`config.mk`:
```
export PLATFORM = sky130hd
export DESIGN_NAME = sm83_fetch_queue_flat
export DESIGN_NICKNAME = d
export VERILOG_FILES = /design/src/rtl/sm83_fetch_queue_if.sv /design/src/rtl/sm83_fetch_queue.sv /design/src/flat_wrapper.sv
export SDC_FILE = /design/constraint.sdc
export NUM_CORES = 1
export LEC_CHECK = 0
export CORE_ASPECT_RATIO = 0.9
export CORE_MARGIN = 5
export CORE_UTILIZATION = 51
export DETAILED_ROUTE_END_ITERATION = 12
export PLACE_DENSITY = 0.85
export SYNTH_ARGS = -nofsm -noshare
export SYNTH_HDL_FRONTEND = slang
export SYNTH_SLANG_ARGS = --single-unit
export TNS_END_PERCENT = 50
```
`constraint.sdc`:
```
create_clock -name clk -period 7.2 [get_ports clk]
set_clock_uncertainty 0.15 [all_clocks]
set_input_delay 1.44 -clock clk [delete_from_list [all_inputs] [get_ports clk]]
set_output_delay 1.44 -clock clk [all_outputs]
set_load 0.05 [all_outputs]
```
`src/rtl/sm83_fetch_queue_if.sv`:
```
// sm83_fetch_queue_if: memory-bus and decoder-side signals of the SM83 fetch stage.
// master: the fetch stage itself; slave: the memory/decoder/control environment.
interface sm83_fetch_queue_if;
    logic        mem_rd;
    logic [15:0] mem_addr;
    logic [7:0]  mem_rdata;
    logic        mem_ack;
    logic        stall;
    logic        redirect;
    logic [15:0] redirect_pc;
    logic        out_valid;
    logic [7:0]  out_data;
    logic [15:0] out_pc;
    logic        out_ready;
    logic [15:0] fetch_pc;

    modport master (
        output mem_rd, mem_addr, out_valid, out_data, out_pc, fetch_pc,
        input  mem_rdata, mem_ack, stall, redirect, redirect_pc, out_ready
    );

    modport slave (
        input  mem_rd, mem_addr, out_valid, out_data, out_pc, fetch_pc,
        output mem_rdata, mem_ack, stall, redirect, redirect_pc, out_ready
    );
endinterface

```
`src/rtl/sm83_fetch_queue.sv`:
```
// sm83_fetch_queue: SM83 byte-stream instruction fetch with a small tagged byte queue.
// Optional feature macro SM83_FETCH_PREFETCH_EN: two-entry queue with back-to-back reads;
// without it the queue holds a single byte and every read is followed by an idle cycle.
module sm83_fetch_queue #(
    parameter logic [15:0] RESET_PC = 16'h0000
) (
    input  logic               clk,
    input  logic               rst_n,
    sm83_fetch_queue_if.master bus
);

`ifdef SM83_FETCH_PREFETCH_EN
    localparam int unsigned DEPTH = 2;
`else
    localparam int unsigned DEPTH = 1;
`endif
    localparam int unsigned   CW      = $clog2(DEPTH + 1);
    localparam logic [CW-1:0] DEPTH_C = CW'(DEPTH);

    typedef enum logic [1:0] {StIdle, StReq, StFlush} state_t;

    state_t        state_q;
    logic          mem_rd_q;
    logic [15:0]   mem_addr_q;
    logic [15:0]   fetch_pc_q;

    logic [7:0]    data_q [DEPTH];
    logic [15:0]   pc_q   [DEPTH];
    logic [7:0]    data_d [DEPTH];
    logic [15:0]   pc_d   [DEPTH];
    logic [7:0]    shift_data [DEPTH];
    logic [15:0]   shift_pc   [DEPTH];
    logic [CW-1:0] count_q;
    logic [CW-1:0] count_nxt;
    logic [CW-1:0] wr_idx;
    logic          push;
    logic          pop;
    logic          room;

    // A redirect discards both the head pop and any returning byte.
    assign pop    = (count_q != '0) && bus.out_ready && !bus.redirect;
    assign push   = (state_q == StReq) && bus.mem_ack && !bus.redirect;
    assign wr_idx = count_q - CW'(pop);
    // Room is judged after this cycle's push/pop, so an ack always finds a free slot.
    assign room   = (count_nxt < DEPTH_C);

    if (DEPTH > 1) begin : g_shift
        // Move every entry one slot toward the head; the tail slot keeps its old value.
        always_comb begin
            for (int i = 0; i < int'(DEPTH) - 1; i++) begin
                shift_data[i] = data_q[i + 1];
                shift_pc[i]   = pc_q[i + 1];
            end
            shift_data[DEPTH-1] = data_q[DEPTH-1];
            shift_pc[DEPTH-1]   = pc_q[DEPTH-1];
        end
    end else begin : g_no_shift
        assign shift_data = data_q;
        assign shift_pc   = pc_q;
    end

    // Next queue contents: pop shifts toward the head, push lands behind the survivors.
    always_comb begin
        count_nxt = count_q + CW'(push) - CW'(pop);
        data_d    = pop ? shift_data : data_q;
        pc_d      = pop ? shift_pc : pc_q;
        if (push) begin
            for (int i = 0; i < int'(DEPTH); i++) begin
                if (int'(wr_idx) == i) begin
                    data_d[i] = bus.mem_rdata;
                    pc_d[i]   = fetch_pc_q;
                end
            end
        end
    end

    // Queue storage; a redirect empties it in the same edge.
    always_ff @(posedge clk or negedge rst_n) begin
        if (!rst_n) begin
            count_q <= '0;
            for (int i = 0; i < int'(DEPTH); i++) begin
                data_q[i] <= 8'h00;
                pc_q[i]   <= 16'h0000;
            end
        end else begin
            count_q <= bus.redirect ? '0 : count_nxt;
            data_q  <= data_d;
            pc_q    <= pc_d;
        end
    end

    // Request FSM with registered bus outputs. With a one-entry queue, room is never
    // left after a push, so REQ always falls back to IDLE after its ack.
    always_ff @(posedge clk or negedge rst_n) begin
        if (!rst_n) begin
            state_q    <= StIdle;
            mem_rd_q   <= 1'b0;
            mem_addr_q <= 16'h0000;
            fetch_pc_q <= RESET_PC;
        end else begin
            unique case (state_q)
                StIdle: begin
                    if (bus.redirect) begin
                        fetch_pc_q <= bus.redirect_pc;
                    end else if (room && !bus.stall) begin
                        state_q    <= StReq;
                        mem_rd_q   <= 1'b1;
                        mem_addr_q <= fetch_pc_q;
                    end
                end
                StReq: begin
                    if (bus.redirect) begin
                        fetch_pc_q <= bus.redirect_pc;
                        if (bus.mem_ack) begin
                            state_q  <= StIdle;
                            mem_rd_q <= 1'b0;
                        end else begin
                            // The bus cannot abort; hold the old address until the ack.
                            state_q <= StFlush;
                        end
                    end else if (bus.mem_ack) begin
                        fetch_pc_q <= fetch_pc_q + 16'd1;
                        if (room && !bus.stall) begin
                            mem_addr_q <= fetch_pc_q + 16'd1;
                        end else begin
                            state_q  <= StIdle;
                            mem_rd_q <= 1'b0;
                        end
                    end
                end
                StFlush: begin
                    if (bus.redirect) begin
                        fetch_pc_q <= bus.redirect_pc;
                    end
                    if (bus.mem_ack) begin
                        state_q  <= StIdle;
                        mem_rd_q <= 1'b0;
                    end
                end
                default: begin
                    state_q  <= StIdle;
                    mem_rd_q <= 1'b0;
                end
            endcase
        end
    end

    assign bus.mem_rd    = mem_rd_q;
    assign bus.mem_addr  = mem_addr_q;
    assign bus.fetch_pc  = fetch_pc_q;
    assign bus.out_valid = (count_q != '0);
    assign bus.out_data  = data_q[0];
    assign bus.out_pc    = pc_q[0];

endmodule

```
`src/flat_wrapper.sv`:
```
// flat-port wrapper written by rule: the top's interface ports become plain ports
module sm83_fetch_queue_flat 
#(
    parameter logic [15:0] RESET_PC = 16'h0000
)
  (clk, rst_n, bus_mem_rd, bus_mem_addr, bus_out_valid, bus_out_data, bus_out_pc, bus_fetch_pc, bus_mem_rdata, bus_mem_ack, bus_stall, bus_redirect, bus_redirect_pc, bus_out_ready);
  sm83_fetch_queue_if bus_i ();
  input  logic clk;
  input  logic rst_n;
  output wire logic [$bits(bus_i.mem_rd)-1:0] bus_mem_rd;
  output wire logic [$bits(bus_i.mem_addr)-1:0] bus_mem_addr;
  output wire logic [$bits(bus_i.out_valid)-1:0] bus_out_valid;
  output wire logic [$bits(bus_i.out_data)-1:0] bus_out_data;
  output wire logic [$bits(bus_i.out_pc)-1:0] bus_out_pc;
  output wire logic [$bits(bus_i.fetch_pc)-1:0] bus_fetch_pc;
  input wire logic [$bits(bus_i.mem_rdata)-1:0] bus_mem_rdata;
  input wire logic [$bits(bus_i.mem_ack)-1:0] bus_mem_ack;
  input wire logic [$bits(bus_i.stall)-1:0] bus_stall;
  input wire logic [$bits(bus_i.redirect)-1:0] bus_redirect;
  input wire logic [$bits(bus_i.redirect_pc)-1:0] bus_redirect_pc;
  input wire logic [$bits(bus_i.out_ready)-1:0] bus_out_ready;
  assign bus_mem_rd = bus_i.mem_rd;
  assign bus_mem_addr = bus_i.mem_addr;
  assign bus_out_valid = bus_i.out_valid;
  assign bus_out_data = bus_i.out_data;
  assign bus_out_pc = bus_i.out_pc;
  assign bus_fetch_pc = bus_i.fetch_pc;
  assign bus_i.mem_rdata = bus_mem_rdata;
  assign bus_i.mem_ack = bus_mem_ack;
  assign bus_i.stall = bus_stall;
  assign bus_i.redirect = bus_redirect;
  assign bus_i.redirect_pc = bus_redirect_pc;
  assign bus_i.out_ready = bus_out_ready;
  sm83_fetch_queue #(.RESET_PC(RESET_PC)) u_core (.clk(clk), .rst_n(rst_n), .bus(bus_i));
endmodule
```
Yosys cells after proc, flatten, opt, wreduce, memory -nomap -nowiden --
Index checks and enable logic that the tools add are counted.
Word-level totals: input bits 30, flip-flop bits (word level) 60
Cells by class: equality and inequality tests 11, reductions and logical operators 16, bitwise logic cells 1, add/sub/neg operators 4, order comparisons 1, muxes and demuxes 26
Operators by type and width (number):
- $mux 16 | 8
- $pmux 16 s2 | 2
- $add 16x1->16 const B | 1
- $mux 2 | 7
- $ne 2x2->1 const B | 5
- $mux 1 | 7
- $ne 3x3->1 const B | 2
- $pmux 2 s3 | 1
- $reduce_and 6->1 | 1
- $logic_and 1x1->1 | 5
- $reduce_and 5->1 | 1
- $ne 2x1->1 const B | 2
- $reduce_and 4->1 | 1
- $reduce_bool 2->1 | 2
- $pmux 1 s3 | 1
- $reduce_and 3->1 | 1
- $eq 2x1->1 const B | 1
- $eq 2x2->1 const B | 1
- $logic_not 1->1 | 2
- $logic_not 2->1 | 1
- $reduce_and 2->1 | 1
- $reduce_or 2->1 | 1
- $sub 1x1->1 | 2
- $add 1x1->1 | 1
- other kinds (2) | 2

Depth between registers and ports, before layout --
Gate-level depths: netlist (run 1).
word-level depth 11, mapped depth 9, gate-level depth less buffers 7

Worst setup path after synthesis (run 1) --
No wires, ideal clock.
path type input to register, start point input port bus_redirect, end point register u_core.mem_addr_q[10], in the netlist u_core.bus.mem_addr[10], data required time 6.913 ns, slack 3.757 ns, stages 7, data arrival time 3.156 ns, path buffers 2, cell sequence clkbuf_1 > o21ai_0 > ha_1 > or4b_1 > nor2_1 > clkbuf_1 > a21oi_1
Between the ends: longest elaborated chain between the ends 8, elaborated cells between the ends (all ways) 12, classes of those cells 2 x add/sub; 1 x order compare; 4 x eq/ne; 5 x reduce/logical
RTL lines:
- start, declared | RTL line flat_wrapper.sv:19 | input wire logic [$bits(bus_i.redirect)-1:0] bus_redirect;
- $logic_not 1->1 | RTL line sm83_fetch_queue.sv:41, sm83_fetch_queue.sv:42
- $logic_and 1x1->1 | RTL line sm83_fetch_queue.sv:42 | assign push = (state_q == StReq) && bus.mem_ack && !bus.redirect;
- $add 1x1->1 | RTL line sm83_fetch_queue.sv:64 | count_nxt = count_q + CW'(push) - CW'(pop);
- $sub 1x1->1 | RTL line sm83_fetch_queue.sv:64
- $lt 1x1->1 | RTL line sm83_fetch_queue.sv:45 | assign room = (count_nxt < DEPTH_C);
- $logic_and 1x1->1 | RTL line sm83_fetch_queue.sv:105, sm83_fetch_queue.sv:123
- $ne 2x2->1 (no line) / $ne 2x1->1 (equally long branches)
- $reduce_and 6->1 (no line) (*)
- end signal, assigned | RTL line sm83_fetch_queue.sv:108 | mem_addr_q <= fetch_pc_q;
- end signal, assigned | RTL line sm83_fetch_queue.sv:124 | mem_addr_q <= fetch_pc_q + 16'd1;
- end, declared | RTL line sm83_fetch_queue.sv:24 | logic [15:0] mem_addr_q;
Every way passes the cells marked *; elsewhere a longest branch is shown, timed or not. A chain may end at the register's enable or synchronous reset.

Final worst setup path (run 1) --
start point input port bus_redirect, end point register u_core.mem_addr_q[15], in the netlist u_core.bus.mem_addr[15]
Same word-level chain as after synthesis.

==> results of run 1 <==
[power by group through the flow]
stage | Sequential, W | Combinational [W] | Clock [W]
after floorplan | 0.000792 | 0.000141 | 0
final | 0.000501 | 0.000665 | 0.000285
after global routing | 0.000516 | 0.000700 | 0.000309
after global placement | 0.000500 | 0.000659 | 0
after CTS | 0.000501 | 0.000671 | 0.000291
after detailed placement | 0.000507 | 0.000668 | 0
[cells in the final DEF, fill, tap and decap left out, types with 3 or more instances in the layout]
cell and n:
nand3_1 9, nand2_1 17, clkbuf_8 13, xor2_1 3, nor4_1 7, nand4_1 4, or3_1 3, o21ai_0 15
clkdlybuf4s50_1 86, dfrtp_1 60, o32ai_1 3, xnor2_1 9, a31oi_1 8, nor2_1 28, nor2b_1 4, a21oi_1 34
o22a_1 3, inv_1 3, nor3_1 6, mux2_2 24
[registers in the layout, indices dropped and copies added, names as in the netlist]
signal and cells:
u_core.bus.fetch_pc 16, u_core.bus.mem_addr 16, u_core.bus.out_pc 16, u_core.bus.out_data 8
u_core.state_q 2, u_core.bus.mem_rd 1, u_core.bus.out_valid 1
[metal layers]
metal	track usage, %	wire, um	up-vias
li1	-	-	1224
met1	28.86	3303	1234
met2	34.11	3606	109
met3	5.525	576	15
met4	10.86	188	0
met5	0	0	-
[stage by stage]
stage | instances | setup slack [ns]
floorplan | 297 | 3.757
global placement | 431 | 2.854
detailed placement | 431 | 2.634
CTS | 446 | 2.986
global route | 446 | 2.579
finish | 446 | 2.974
[area by class of cell]
type                    instances  area, sq um  share of cell area [%]
clock buffers                  14        182.7                   4.527
clock inverters                 1        5.005                  0.1240
inverters                       3        11.26                  0.2791
multi-input cells             209         1366                   33.86
flip-flops and latches         60         1501                   37.21
well taps                      70        87.58                   2.171
repair buffers                 89        880.8                   21.83
[cell families after synthesis]
logic type | Yosys count | synth area share, %
simple gates | 97 | 17.56
compound gates | 74 | 14.71
flops | 60 | 50.29
buf+inv | 28 | 4.023
mux | 24 | 9.053
xor+xnor | 12 | 3.521
fa+ha+maj | 2 | 0.8381
[worst max-delay path by stage]
stage | start | end | cells after the start
after floorplan | bus_redirect | u_core.bus.mem_addr[10] | 7
after global placement | bus_redirect | u_core.bus.mem_addr[15] | 6
after detailed placement | bus_redirect | u_core.bus.mem_addr[15] | 7
after CTS | bus_redirect | u_core.bus.mem_addr[10] | 7
after global routing | bus_redirect | u_core.bus.mem_addr[15] | 7
final | bus_redirect | u_core.bus.mem_addr[15] | 7
==> key figures, run 1 <==
STA
  – Hold WS: 0.3537 ns
  – Final period util: 58.69%
  – Final Max Tran Viols: 0
  – Slew @ Worst Pin: 1.172 ns
  – Highest clock rate: 0.2367 GHz
  – Min Clock Period, post-route: 4.226 ns
  – RSZ-0062 raised after global routing: false
  – Worst rel slew slack: 21.88%
  – Setup TNS: 0 ns
  – Final hold vios: 0
  – Endpoints failing setup: 0

Floorplan
  – Die area: 7485 sq um
  – Chip height: 82.58 um
  – Die width: 90.65 um
  – Initial Utilization: 52.44%
  – Core area: 5693 sq um
  – FP Rows: 26
  – I/O pins: 88

Synth
  – Post-synth top cells: dfrtp_1, a21oi_1, nor2_1, mux2_2, nand2_1
  – Synth Flop Type: dfrtp_1
  – Synth Cell Area: 2985 sq um
  – Synth top area share: 50.29%
  – Cells after synthesis: 297
  – Synth warn: 0
  – Synth Area per Inst: 10.05 sq um
  – Sequential area share after synthesis: 50.29%
  – Most frequent cell after synthesis: dfrtp_1
  – Synth area leaders: dfrtp_1, mux2_2, a21oi_1, nor2_1, xnor2_1
  – Post-synthesis register bit count: 60
  – Syn_nets: 329
  – Ys async rst share: 100.0%
  – Post-synth EDFFs: 0
  – Distinct cell type count after synthesis: 44
  – Synth area leader: dfrtp_1

Pwr
  – P_int: 0.0008176 W
  – Sequential Power Share: 34.5%
  – Net Sw Frac: 43.69%
  – IR drop worst, VDD: 0.2309 mV
  – Pwr dens: 359.9 nW/um^2
  – Leakage power: 1.555 nW
  – Net switching power: 0.0006344 W
  – Comb power frac: 45.8%
  – Clock share of power: 19.7%
  – Total Power: 0.001452 W

Route
  – DR vias: 2,582
  – Vias per std cell: 5.789
  – Drt wl/cell: 17.20 um
  – TritonRoute pass-1 iters: 4
  – Initial DRC count: 264
  – DRC errors left: 0
  – Post-DRT Antenna Nets: 0
  – Total wire length: 7.673 mm

Flow run
  – Max Cap Viol: 0

Setup path
  – Slowest CP cell: nor2_2
  – Worst Path Max Fanout: 32
  – Critical path class: primary input to flop
  – WP buf/inv: 1
  – RR Startpoint: u_core.state_q[0]
  – Worst path arrival time: 4.33 ns
  – Crit path capture type: flop
  – Worst path required time: 7.31 ns
  – Worst Reg-to-Reg Cells: 7
  – Reg2reg setup slack: 3.71 ns
  – Crit path largest cell delay: 0.80 ns
  – RR Endpoint: u_core.bus.mem_addr[15]
  – Crit path launch type: primary input
  – Critical path's top delay family: simple AND/OR/NAND/NOR gates
  – Crit path cell chain: clkdlybuf4s50_1, nor3b_1, ha_1, or4b_1, nor2_2, nor2_1, a31oi_1

CTS
  – Clock root buffer: clkbuf_8
  – Clk Latency, worst-skew pair: 0.34 ns
  – Hold Buf Count CTS: 0
  – TritonCTS clock tree: yes
  – Cts repair resizes: 0
  – Clock buffer depth: 2
  – Worst-path clk slew: 0.07 ns
  – TritonCTS buffer count: 9
  – Post-CTS setup repair buffer count: 0
  – # H-tree levels: 3
  – Clock Sinks: 60

Global route
  – Total grt overflow: 0
  – Largest net degree at the start of global routing: 61
  – All-Layer GR Usage: 21.95%
  – Vias in the first global route: 2,531
  – First-pass GRT wire length: 12.88 mm
  – Initial antenna violation count: 0

Place
  – DP Wirelength: 5.394 mm
  – GPL Wtd Cong: 0.9065
  – Placed Area: 3847 sq um
  – PortBufs: 87

Cells and area
  – Post-route cell area: 4035 sq um
  – Ant. Diodes: 0
  – Number of nets in the layout: 404
  – Fraction of final layout cells sized beyond drive strength 1: 13.03%
  – Utilization after layout: 70.88%
  – Area growth from synthesis to layout: 35.16%
  – Filler cells: 406

Hold path
  – Hold Path End: u_core.bus.out_pc[9]
  – HP Start: u_core.bus.out_pc[9]
  – Worst Hold Class: flop to flop
  – Hold depth: 1

Status
  – Outcome: completed
Power figures use the tool's default switching activity.
==> inputs of run 2 (changes only) <==
CORE_UTILIZATION = 43   (was 51)
PLACE_DENSITY = 0.77   (was 0.85)
clock period = 3.6 ns   (was 7.2 ns; I/O delays follow)
==> key figures, run 2 (synthesized netlist as in run 1, its figures left out) <==
Status
  – Outcome: completed (unchanged)

Pwr
  – P_int: 0.001724 W (was 0.0008176 W)
  – Pwr dens: 725.0 nW/um^2 (was 359.9 nW/um^2)
  – Clock share of power: 22.3% (was 19.7%)
  – Sequential Power Share: 33.2% (was 34.5%)
  – Comb power frac: 44.4% (was 45.8%)
  – IR drop worst, VDD: 0.5022 mV (was 0.2309 mV)
  – Net Sw Frac: 42.57% (was 43.69%)
  – Leakage power: 1.605 nW (was 1.555 nW)
  – Net switching power: 0.001278 W (was 0.0006344 W)

Floorplan
  – Core area: 6656 sq um (was 5693 sq um)
  – Chip height: 89.05 um (was 82.58 um)
  – Die width: 97.83 um (was 90.65 um)
  – Initial Utilization: 44.85% (was 52.44%)
  – Die area: 8711 sq um (was 7485 sq um)
  – FP Rows: 28 (was 26)
  – I/O pins: 88 (unchanged)

Cells and area
  – Most frequent cells in the layout: clkdlybuf4s50_1, dfrtp_1, a21oi_1 (unchanged)
  – Post-route cell area: 4141 sq um (was 4035 sq um)
  – Most common cell after layout, fill and taps aside: clkdlybuf4s50_1 (unchanged)
  – Number of nets in the layout: 411 (was 404)
  – Fraction of final layout cells sized beyond drive strength 1: 14.84% (was 13.03%)
  – Ant. Diodes: 0 (unchanged)
  – Non-filler cells, final: 474 (was 446)
  – Area growth from synthesis to layout: 38.73% (was 35.16%)

Setup path
  – Slowest CP cell: clkdlybuf4s50_1 (was nor2_2)
  – Worst Path Max Fanout: 32 (unchanged)
  – Worst path arrival time: 2.99 ns (was 4.33 ns)
  – Crit path capture type: flop (unchanged)
  – Crit path largest cell delay: 0.58 ns (was 0.80 ns)
  – Critical path class: primary input to flop (unchanged)
  – Crit path cell chain: clkdlybuf4s50_1, nor3b_1, ha_1, or4b_1, nor2_2, buf_4, nor2_1, a21oi_1 (was clkdlybuf4s50_1, nor3b_1, ha_1, or4b_1, nor2_2, nor2_1, a31oi_1)
  – Worst path required time: 3.71 ns (was 7.31 ns)
  – Critical path's top delay family: simple AND/OR/NAND/NOR gates (unchanged)
  – WP buf/inv: 2 (was 1)
  – Crit path launch type: primary input (unchanged)
  – WP depth: 8 (was 7)
  – Worst Reg-to-Reg Cells: 9 (was 7)

CTS
  – Clock root buffer: clkbuf_8 (unchanged)
  – Cts repair resizes: 0 (unchanged)
  – Clock buffer depth: 2 (unchanged)
  – TritonCTS buffer count: 9 (unchanged)
  – # H-tree levels: 3 (unchanged)
  – Hold Buf Count CTS: 0 (unchanged)
  – Clk Latency, worst-skew pair: 0.35 ns (was 0.34 ns)
  – Post-CTS setup repair buffer count: 0 (unchanged)
  – Clock Sinks: 60 (unchanged)
  – Worst-path clk slew: 0.07 ns (about the same)
  – TritonCTS clock tree: yes (unchanged)

Place
  – DP Wirelength: 5.543 mm (was 5.394 mm)
  – GPL Wtd Cong: 0.8892 (was 0.9065)
  – Placed Area: 3925 sq um (was 3847 sq um)
  – Placed insts: 458 (was 431)
  – PortBufs: 87 (unchanged)

STA
  – Final period util: 79.98%
  – Final Max Tran Viols: 0 (unchanged)
  – Setup TNS: 0 ns (unchanged)
  – Slew @ Worst Pin: 0.8744 ns (was 1.172 ns)
  – RSZ-0062 raised after global routing: false (unchanged)
  – Worst rel slew slack: 41.71% (was 21.88%)
  – Highest clock rate: 0.3473 GHz
  – Final hold vios: 0 (unchanged)
  – Endpoints failing setup: 0 (unchanged)
  – Min Clock Period, post-route: 2.879 ns

Flow run
  – Max Cap Viol: 0 (unchanged)

Global route
  – Met2 Usage GRT: 27.19% (was 34.11%)
  – All-Layer GR Usage: 18.86% (was 21.95%)
  – Initial antenna violation count: 0 (unchanged)
  – First-pass GRT wire length: 12.85 mm (was 12.88 mm)
  – Largest net degree at the start of global routing: 40 (was 61)
  – Vias in the first global route: 2,536 (was 2,531)
  – Met1 Usage GRT: 25.69% (was 28.86%)
  – Met3 Use GR: 8.190% (was 5.525%)
  – Busiest grt layer: met2 (unchanged)
  – Total grt overflow: 0 (unchanged)

Hold path
  – Worst Hold Class: primary input to asynchronous set/reset pin (was flop to flop)

Route
  – Initial DRC count: 222 (was 264)
  – TritonRoute pass-1 iters: 4 (unchanged)
  – Vias per std cell: 5.437 (was 5.789)
  – Total wire length: 7.799 mm (was 7.673 mm)
  – Drt wl/cell: 16.45 um (was 17.20 um)
  – DR vias: 2,577 (was 2,582)
  – DRC errors left: 0 (unchanged)
  – Post-DRT Antenna Nets: 0 (unchanged)
run 2: cell types whose count changed in the layout (fill, tap and decap cells not counted):
cell and change:
bufinv_16 +2, clkinv_2 +2, buf_4 +7, clkbuf_8 -3
run 2: metrics by stage:
step           hold slack [ns]  utilization, %  setup slack [ns]  power (W)
2_1_floorplan           0.2744               -            0.8766   0.001866
3_3_place_gp            0.3379           58.97            0.4960   0.002327
3_5_place_dp            0.3451           58.97            0.3903   0.002350
4_1_cts                 0.3604           62.22            0.7473   0.003029
5_1_grt                 0.3661           62.22            0.5050   0.003151
6_report                0.3364           62.22            0.7205   0.003003
run 2: cell type report:
| cell class | instances | area [sq um] |
|---|---|---|
| flip-flops and latches | 60 | 1501 |
| inverters | 3 | 11.26 |
| well taps | 90 | 112.6 |
| multi-input cells | 209 | 1366 |
| fillers | 554 | 2515 |
| repair buffers | 96 | 933.4 |
| clock inverters | 5 | 75.07 |
| clock buffers | 11 | 141.4 |
run 2: power by group through the flow:
stage | Sequential [W] | Clock, W | Combinational [W]
after floorplan | 0.00158 | 0 | 0.000283
after global placement | 0.00100 | 0 | 0.00133
after detailed placement | 0.00101 | 0 | 0.00134
after CTS | 0.000999 | 0.000686 | 0.00134
after global routing | 0.00103 | 0.000725 | 0.00140
final | 0.000997 | 0.000671 | 0.00133
run 2: final timing paths:
check                                     start                     end  slack (ns)
setup / recovery                    bus_mem_ack  u_core.bus.mem_addr[0]        0.72
hold / removal                            rst_n  u_core.bus.out_data[3]        0.34
setup reg to reg              u_core.state_q[1]  u_core.bus.mem_addr[0]        0.83
hold reg to reg            u_core.bus.out_pc[9]    u_core.bus.out_pc[9]        0.36
max in group asynchronous                 rst_n  u_core.bus.mem_addr[9]        2.14
min in group clk           u_core.bus.out_pc[9]    u_core.bus.out_pc[9]        0.36
run 2: routing by layer:
layer	share of wire [%]	up-vias
met5	0	-
met4	1.3	0
met3	9.8	12
met2	43	106
met1	45	1215
li1	-	1244
